==> src/rtl/keypad_pkg.sv <==
// Shared definitions for the keypad capture block: key codes, FSM state
// types and the row/column to key-code mapping.
package keypad_pkg;

    localparam logic [3:0] KEY_A    = 4'd10;
    localparam logic [3:0] KEY_B    = 4'd11;
    localparam logic [3:0] KEY_C    = 4'd12;
    localparam logic [3:0] KEY_D    = 4'd13;
    localparam logic [3:0] KEY_STAR = 4'd14;
    localparam logic [3:0] KEY_HASH = 4'd15;

    typedef enum logic [1:0] {
        SC_SCAN        = 2'd0,
        SC_DEB_PRESS   = 2'd1,
        SC_HELD        = 2'd2,
        SC_DEB_RELEASE = 2'd3
    } scan_state_t;

    typedef enum logic [1:0] {
        CAP_ENTER_A = 2'd0,
        CAP_ENTER_B = 2'd1,
        CAP_DONE    = 2'd2
    } cap_state_t;

    // Row 0 is the top row of the keypad, column 0 the leftmost.
    function automatic logic [3:0] key_lookup(input logic [1:0] row, input logic [1:0] col);
        logic [3:0] code;
        case ({row, col})
            4'd0:    code = 4'd1;
            4'd1:    code = 4'd2;
            4'd2:    code = 4'd3;
            4'd3:    code = KEY_A;
            4'd4:    code = 4'd4;
            4'd5:    code = 4'd5;
            4'd6:    code = 4'd6;
            4'd7:    code = KEY_B;
            4'd8:    code = 4'd7;
            4'd9:    code = 4'd8;
            4'd10:   code = 4'd9;
            4'd11:   code = KEY_C;
            4'd12:   code = KEY_STAR;
            4'd13:   code = 4'd0;
            4'd14:   code = KEY_HASH;
            default: code = KEY_D;
        endcase
        return code;
    endfunction

    // Rows are active-low; when several are low the lowest index wins.
    function automatic logic [1:0] first_low_row(input logic [3:0] rows);
        logic [1:0] idx;
        if (!rows[0])      idx = 2'd0;
        else if (!rows[1]) idx = 2'd1;
        else if (!rows[2]) idx = 2'd2;
        else               idx = 2'd3;
        return idx;
    endfunction

    function automatic logic is_digit(input logic [3:0] code);
        return (code <= 4'd9);
    endfunction

endpackage

==> src/rtl/keypad_scan.sv <==
// Column scanner and debouncer for a 4x4 active-low matrix keypad.
//
//   state          | meaning
//   SC_SCAN        | rotating column drive, looking for any low row
//   SC_DEB_PRESS   | column frozen, row pattern must stay stable to accept
//   SC_HELD        | key accepted, waiting for all rows to go high
//   SC_DEB_RELEASE | rows high, must stay high before scanning resumes
//
// The synchronized rows lag the column drive by two clocks, so a low row is
// only trusted when the sample was taken under the column that is driven
// now. This leaves SCAN_COUNT-2 usable cycles per column window.
module keypad_scan #(
    parameter int SCAN_COUNT     = 1000,
    parameter int DEBOUNCE_COUNT = 50000
) (
    input  logic       clk,
    input  logic       rst_n,
    input  logic [3:0] row_i,
    output logic [3:0] col_o,
    output logic       key_valid_o,
    output logic [3:0] key_code_o
);
    import keypad_pkg::*;

    localparam int SCAN_W = (SCAN_COUNT > 2) ? $clog2(SCAN_COUNT) : 1;
    localparam int DEB_W  = (DEBOUNCE_COUNT > 2) ? $clog2(DEBOUNCE_COUNT - 1) : 1;

    // The sample that triggers a transition counts as the first stable cycle.
    localparam logic [SCAN_W-1:0] SCAN_RELOAD = SCAN_W'(SCAN_COUNT - 1);
    localparam logic [DEB_W-1:0]  DEB_RELOAD  = DEB_W'(DEBOUNCE_COUNT - 2);

    scan_state_t       state_q, state_d;
    logic [3:0]        rows_m_q, rows_s_q;
    logic [1:0]        colp1_q, colp2_q;
    logic [1:0]        col_q, col_d;
    logic [SCAN_W-1:0] scan_cnt_q, scan_cnt_d;
    logic [DEB_W-1:0]  deb_cnt_q, deb_cnt_d;
    logic [3:0]        latch_q, latch_d;
    logic              key_valid_q, key_valid_d;
    logic [3:0]        key_code_q, key_code_d;

    logic sample_ok, press_seen, same_pat, all_up, deb_tc, scan_tc;

    assign sample_ok  = (colp2_q == col_q);
    assign press_seen = (rows_s_q != 4'hF);
    assign same_pat   = (rows_s_q == latch_q);
    assign all_up     = (rows_s_q == 4'hF);
    assign deb_tc     = (deb_cnt_q == '0);
    assign scan_tc    = (scan_cnt_q == '0);

    // Two-flop row synchronizer, with the driven column tracked alongside it.
    always_ff @(posedge clk or negedge rst_n) begin
        if (!rst_n) begin
            rows_m_q <= 4'hF;
            rows_s_q <= 4'hF;
            colp1_q  <= 2'd0;
            colp2_q  <= 2'd0;
        end else begin
            rows_m_q <= row_i;
            rows_s_q <= rows_m_q;
            colp1_q  <= col_q;
            colp2_q  <= colp1_q;
        end
    end

    // Scanner state register.
    always_ff @(posedge clk or negedge rst_n) begin
        if (!rst_n) state_q <= SC_SCAN;
        else        state_q <= state_d;
    end

    // Scanner next-state logic.
    always_comb begin
        state_d = state_q;
        case (state_q)
            SC_SCAN:        if (sample_ok && press_seen) state_d = SC_DEB_PRESS;
            SC_DEB_PRESS:   if (!same_pat)               state_d = SC_SCAN;
                            else if (deb_tc)             state_d = SC_HELD;
            SC_HELD:        if (all_up)                  state_d = SC_DEB_RELEASE;
            SC_DEB_RELEASE: if (!all_up)                 state_d = SC_HELD;
                            else if (deb_tc)             state_d = SC_SCAN;
            default:                                     state_d = SC_SCAN;
        endcase
    end

    // Column, timers, latched pattern and key event generation.
    always_comb begin
        col_d       = col_q;
        scan_cnt_d  = scan_cnt_q;
        deb_cnt_d   = deb_cnt_q;
        latch_d     = latch_q;
        key_valid_d = 1'b0;
        key_code_d  = key_code_q;
        case (state_q)
            SC_SCAN: begin
                if (sample_ok && press_seen) begin
                    latch_d   = rows_s_q;
                    deb_cnt_d = DEB_RELOAD;
                end else if (scan_tc) begin
                    col_d      = col_q + 2'd1;
                    scan_cnt_d = SCAN_RELOAD;
                end else begin
                    scan_cnt_d = scan_cnt_q - SCAN_W'(1);
                end
            end
            SC_DEB_PRESS: begin
                if (!same_pat) begin
                    scan_cnt_d = SCAN_RELOAD;
                end else if (deb_tc) begin
                    key_valid_d = 1'b1;
                    key_code_d  = key_lookup(first_low_row(latch_q), col_q);
                end else begin
                    deb_cnt_d = deb_cnt_q - DEB_W'(1);
                end
            end
            SC_HELD: begin
                if (all_up) deb_cnt_d = DEB_RELOAD;
            end
            SC_DEB_RELEASE: begin
                if (all_up) begin
                    if (deb_tc) begin
                        col_d      = col_q + 2'd1;
                        scan_cnt_d = SCAN_RELOAD;
                    end else begin
                        deb_cnt_d = deb_cnt_q - DEB_W'(1);
                    end
                end
            end
            default: ;
        endcase
    end

    // Scanner datapath registers.
    always_ff @(posedge clk or negedge rst_n) begin
        if (!rst_n) begin
            col_q       <= 2'd0;
            scan_cnt_q  <= SCAN_RELOAD;
            deb_cnt_q   <= DEB_RELOAD;
            latch_q     <= 4'hF;
            key_valid_q <= 1'b0;
            key_code_q  <= 4'd0;
        end else begin
            col_q       <= col_d;
            scan_cnt_q  <= scan_cnt_d;
            deb_cnt_q   <= deb_cnt_d;
            latch_q     <= latch_d;
            key_valid_q <= key_valid_d;
            key_code_q  <= key_code_d;
        end
    end

    // One-hot active-low column drive and key event outputs.
    always_comb begin
        col_o       = ~(4'b0001 << col_q);
        key_valid_o = key_valid_q;
        key_code_o  = key_code_q;
    end

endmodule

==> src/rtl/keypad_capture.sv <==
// Keypad front end that assembles two 3-digit BCD operands from key presses.
//
//   state       | meaning
//   CAP_ENTER_A | digits shift into operand 1, A moves on to operand 2
//   CAP_ENTER_B | digits shift into operand 2, # commits both operands
//   CAP_DONE    | both operands committed, a digit starts a fresh entry
//
// * clears everything from any state.
module keypad_capture #(
    parameter int SCAN_COUNT     = 1000,
    parameter int DEBOUNCE_COUNT = 50000
) (
    input  logic       clk,
    input  logic       rst_n,
    input  logic [3:0] row_in,
    output logic [3:0] col_out,
    output logic [3:0] dig1_1,
    output logic [3:0] dig1_2,
    output logic [3:0] dig1_3,
    output logic [3:0] dig2_1,
    output logic [3:0] dig2_2,
    output logic [3:0] dig2_3,
    output logic       key_valid,
    output logic [3:0] key_code,
    output logic       operand_sel,
    output logic       result_valid
);
    import keypad_pkg::*;

    logic       kv;
    logic [3:0] kc;

    cap_state_t  state_q, state_d;
    logic [11:0] op1_q, op1_d;
    logic [11:0] op2_q, op2_d;
    logic [1:0]  cnt1_q, cnt1_d;
    logic [1:0]  cnt2_q, cnt2_d;

    keypad_scan #(
        .SCAN_COUNT    (SCAN_COUNT),
        .DEBOUNCE_COUNT(DEBOUNCE_COUNT)
    ) u_scan (
        .clk        (clk),
        .rst_n      (rst_n),
        .row_i      (row_in),
        .col_o      (col_out),
        .key_valid_o(kv),
        .key_code_o (kc)
    );

    // Capture state register.
    always_ff @(posedge clk or negedge rst_n) begin
        if (!rst_n) state_q <= CAP_ENTER_A;
        else        state_q <= state_d;
    end

    // Capture next-state logic, advancing only on accepted keys.
    always_comb begin
        state_d = state_q;
        if (kv) begin
            case (state_q)
                CAP_ENTER_A: begin
                    if (kc == KEY_A)         state_d = CAP_ENTER_B;
                    else if (kc == KEY_STAR) state_d = CAP_ENTER_A;
                end
                CAP_ENTER_B: begin
                    if (kc == KEY_HASH)      state_d = CAP_DONE;
                    else if (kc == KEY_STAR) state_d = CAP_ENTER_A;
                end
                CAP_DONE: begin
                    if (is_digit(kc) || kc == KEY_STAR) state_d = CAP_ENTER_A;
                end
                default: state_d = CAP_ENTER_A;
            endcase
        end
    end

    // Operand shift registers and digit counters; a full operand ignores digits.
    always_comb begin
        op1_d  = op1_q;
        op2_d  = op2_q;
        cnt1_d = cnt1_q;
        cnt2_d = cnt2_q;
        if (kv) begin
            if (kc == KEY_STAR) begin
                op1_d  = '0;
                op2_d  = '0;
                cnt1_d = 2'd0;
                cnt2_d = 2'd0;
            end else if (is_digit(kc)) begin
                case (state_q)
                    CAP_ENTER_A: begin
                        if (cnt1_q != 2'd3) begin
                            op1_d  = {op1_q[7:0], kc};
                            cnt1_d = cnt1_q + 2'd1;
                        end
                    end
                    CAP_ENTER_B: begin
                        if (cnt2_q != 2'd3) begin
                            op2_d  = {op2_q[7:0], kc};
                            cnt2_d = cnt2_q + 2'd1;
                        end
                    end
                    CAP_DONE: begin
                        op1_d  = {8'h00, kc};
                        op2_d  = '0;
                        cnt1_d = 2'd1;
                        cnt2_d = 2'd0;
                    end
                    default: ;
                endcase
            end
        end
    end

    // Operand registers.
    always_ff @(posedge clk or negedge rst_n) begin
        if (!rst_n) begin
            op1_q  <= '0;
            op2_q  <= '0;
            cnt1_q <= 2'd0;
            cnt2_q <= 2'd0;
        end else begin
            op1_q  <= op1_d;
            op2_q  <= op2_d;
            cnt1_q <= cnt1_d;
            cnt2_q <= cnt2_d;
        end
    end

    // Outputs decoded from the capture state and operand registers.
    always_comb begin
        operand_sel  = (state_q != CAP_ENTER_A);
        result_valid = (state_q == CAP_DONE);
        dig1_1       = op1_q[3:0];
        dig1_2       = op1_q[7:4];
        dig1_3       = op1_q[11:8];
        dig2_1       = op2_q[3:0];
        dig2_2       = op2_q[7:4];
        dig2_3       = op2_q[11:8];
        key_valid    = kv;
        key_code     = kc;
    end

endmodule

==> config.mk <==
export PLATFORM = sky130hd
export DESIGN_NAME = keypad_capture
export DESIGN_NICKNAME = d
export VERILOG_FILES = /design/src/rtl/keypad_pkg.sv /design/src/rtl/keypad_scan.sv /design/src/rtl/keypad_capture.sv
export SDC_FILE = /design/constraint.sdc
export NUM_CORES = 1
export LEC_CHECK = 0
export BUFFER_PORTS_ARGS = -buffer_cell sky130_fd_sc_hd__buf_4
export CORE_AREA = 3 3 91 110
export DETAILED_ROUTE_END_ITERATION = 6
export DIE_AREA = 0 0 94 113
export GPL_ROUTABILITY_DRIVEN = 0
export PLACE_DENSITY = 0.68
export SKIP_CTS_REPAIR_TIMING = 1
export SYNTH_ARGS = -nofsm -noshare
export SYNTH_HDL_FRONTEND = slang
export SYNTH_SLANG_ARGS = --single-unit
export TNS_END_PERCENT = 30
==> constraint.sdc <==
create_clock -name clk -period 6.48 [get_ports clk]
set_input_delay 1.62 -clock clk [delete_from_list [all_inputs] [get_ports clk]]
set_output_delay 1.62 -clock clk [all_outputs]
set_load 0.05 [all_outputs]
==> impl_metrics.tcl <==
set metrics [dict create \
    cts_tree "built" \
    clock_latency_ps 350 \
    final_cell_mix "dfrtp_1, o21ai_0, inv_1" \
    totalWireLength_mm 7.85 \
    fin_crit_ps 3140 \
    yosysUniqueCellTypes 53 \
    numPortBuffers 40 \
    final_common_cell "dfrtp_1" \
    crit_chain "inv_1 -> ha_1 -> inv_1 -> buf_4" \
    cp.required_ps 4860 \
    irDropWorstVdd_v 0.000168 \
    dp_slack_ps 3710 \
    core_area_mm2 0.00903 \
    ys_warn_count 0 \
    powerDensity_mw_per_mm2 261 \
    io_pins 41 \
    clockBufferDepth 2 \
    crit_family "flip-flops" \
    async_flop_share_pct 100 \
    drtIter0Drc 80 \
    synthesis.area_mm2 0.00403 \
    max_freq_mhz 319 \
    fin_skew_ps 6.82 \
    die_area_mm2 0.0106 \
    grt_pass1_vias 3037 \
    syn2layout_area_growth_pct 14.7 \
    wl_per_cell_um 13.7 \
    crit_path_start_kind "register" \
    fin_setup_tns_ps 0 \
    final_nets 464 \
    worst_pin_slew_ps 977 \
    max_stage_delay_ps 530 \
    drt_pass1_iterations 4 \
    crit_path_frequent_cell "inv_1" \
    cp-end-kind "output port" \
    ant_nets 0 \
    cts_buffers 9 \
    path_clk_slew_ps 80 \
    critPathMaxFanout 10 \
    status "finished clean" \
    syn_inst 414 \
    die_h_um 113 \
    viasPerCell 5.45 \
    antennaDiodeCount 0 \
    criticalPathCategory "reg -> out" \
    synth_edf_count 0 \
    final_max_slew_viol_count 0 \
    period_share_pct 48.4 \
    critPathBufInv 3 \
    p_total_mw 1.20 \
    synth-seq-cells 81 \
    yosysSeqAreaShare_pct 51.2 \
    drive_gt1_share_pct 22.7 \
    grt_antenna_before_repair 0 \
    ys.flop_type "dfrtp_1" \
    cp_slowest_cell "dfrtp_1" \
    setup_ws_ps 3340 \
    overflow 0 \
    worstHoldPathType "reg -> reg" \
    drc 0 \
    cts_sinks 81 \
    p_leak_nw 1.98 \
    core.rowCount 38 \
    arrival_ps 1520 \
    start_util_pct 44.6 \
    hold_ws_ps 352 \
    hold_viol 0 \
    fin_util_pct 51.1 \
    grt_max_degree 82 \
    drv_cap 0 \
    syn_nets 430 \
    slew-limit-headroom_pct 34.9 \
    syn_avg_cell_area_um2 9.73 \
    dpl.hpwl_mm 5.43 \
    clockRootBuffer "clkbuf_8" \
    setup_violations 0 \
    htree_levels 3 \
    rsz0062_at_grt "no" \
    die_w_um 94 \
    grt_pass1_wl_mm 13.8 \
    grt_usage_pct 15.9 \
    dr_total_vias 3121 \
]
-- where the power goes --
group	internal, mW	switching (mW)
Clock	0.191	0.183
Combinational	0.0844	0.129
Sequential	0.562	0.0559
Total	0.838	0.367
-- final timing paths --
check | slack, ps | endpoint | start | cells after the start
setup reg to reg | 4100 | u_scan.col_q[1]$_DFFE_PN0P_ | u_scan.deb_cnt_q[12]$_DFFE_PN0P_ | 5
setup / recovery | 3340 | col_out[0] | u_scan.col_q[0]$_DFFE_PN0P_ | 4
max in group asynchronous | 4440 | u_scan.deb_cnt_q[5]$_DFFE_PN0P_ | rst_n | 1
hold / removal | 350 | u_scan.rows_s_q[3]$_DFF_PN1_ | u_scan.rows_m_q[3]$_DFF_PN1_ | 0
hold reg to reg | 350 | u_scan.rows_s_q[3]$_DFF_PN1_ | u_scan.rows_m_q[3]$_DFF_PN1_ | 0
min in group asynchronous | 1430 | op2_q[9]$_DFFE_PN0P_ | rst_n | 1
-- metrics by stage --
stage | std cells | area, µm²
2_1_floorplan | 414 | 4030
3_3_place_gp | 557 | 4420
3_5_place_dp | 557 | 4420
4_1_cts | 573 | 4620
5_1_grt | 573 | 4620
6_report | 573 | 4620
-- cells by family after synthesis --
kind of cell | after synthesis | share of synthesized area (%)
AND/OR/NAND/NOR | 141 | 19.5
AO/OA/AOI/OAI | 101 | 15.7
flip-flops | 81 | 51.2
buffers and inverters | 63 | 6.02
multiplexers | 11 | 2.98
adder cells (fa/ha/maj) | 10 | 3.11
XOR/XNOR | 7 | 1.52
-- Yosys cell counts, drive strengths merged (6+ instances only) --
| library cell | number | area [µm²] |
|---|---|---|
| mux2 | 8 | 90.1 |
| dfrtp | 53 | 1330 |
| or4 | 7 | 60.1 |
| inv | 43 | 161 |
| o31ai | 11 | 87.6 |
| nand4 | 7 | 43.8 |
| dfstp | 28 | 736 |
| ha | 10 | 125 |
| clkbuf | 14 | 52.6 |
| a21oi | 10 | 53.8 |
| nand2 | 23 | 88.8 |
| and4 | 6 | 52.6 |
| nor4 | 6 | 52.6 |
| or3 | 6 | 37.5 |
| nand3 | 41 | 205 |
| nor2 | 15 | 56.3 |
| nor3 | 12 | 60.1 |
| o21ai | 52 | 260 |
| xnor2 | 7 | 61.3 |
-- state kept, by name, summed over array words and instances (netlist names) --
name and flops:
cnt1_q 2, cnt2_q 2, op1_q 12, op2_q 12
state_q 2, u_scan.col_q 2, u_scan.colp1_q 2, u_scan.colp2_q 2
u_scan.deb_cnt_q 16, u_scan.key_code_o 4, u_scan.key_valid_o 1, u_scan.latch_q 4
u_scan.rows_m_q 4, u_scan.rows_s_q 4, u_scan.scan_cnt_q 10, u_scan.state_q 2
-- per-layer routing --
layer	part of all wire (%)	wire, µm	global-route usage [%]	vias to the layer above
li1	-	-	-	1552
met1	46	3630	20.6	1509
met2	48	3770	26.1	49
met3	4.3	337	4.06	11
met4	1.5	116	5.30	0
met5	0	0	0	-
-- cell type report --
type | instances | area, µm²
fillers | 858 | 4410
flip-flops and latches | 81 | 2060
multi-input cells | 270 | 1720
repair buffers | 42 | 315
inverters | 44 | 165
well taps | 120 | 150
clock buffers | 11 | 141
clock inverters | 5 | 62.6
(Power assumes the default switching activity.)
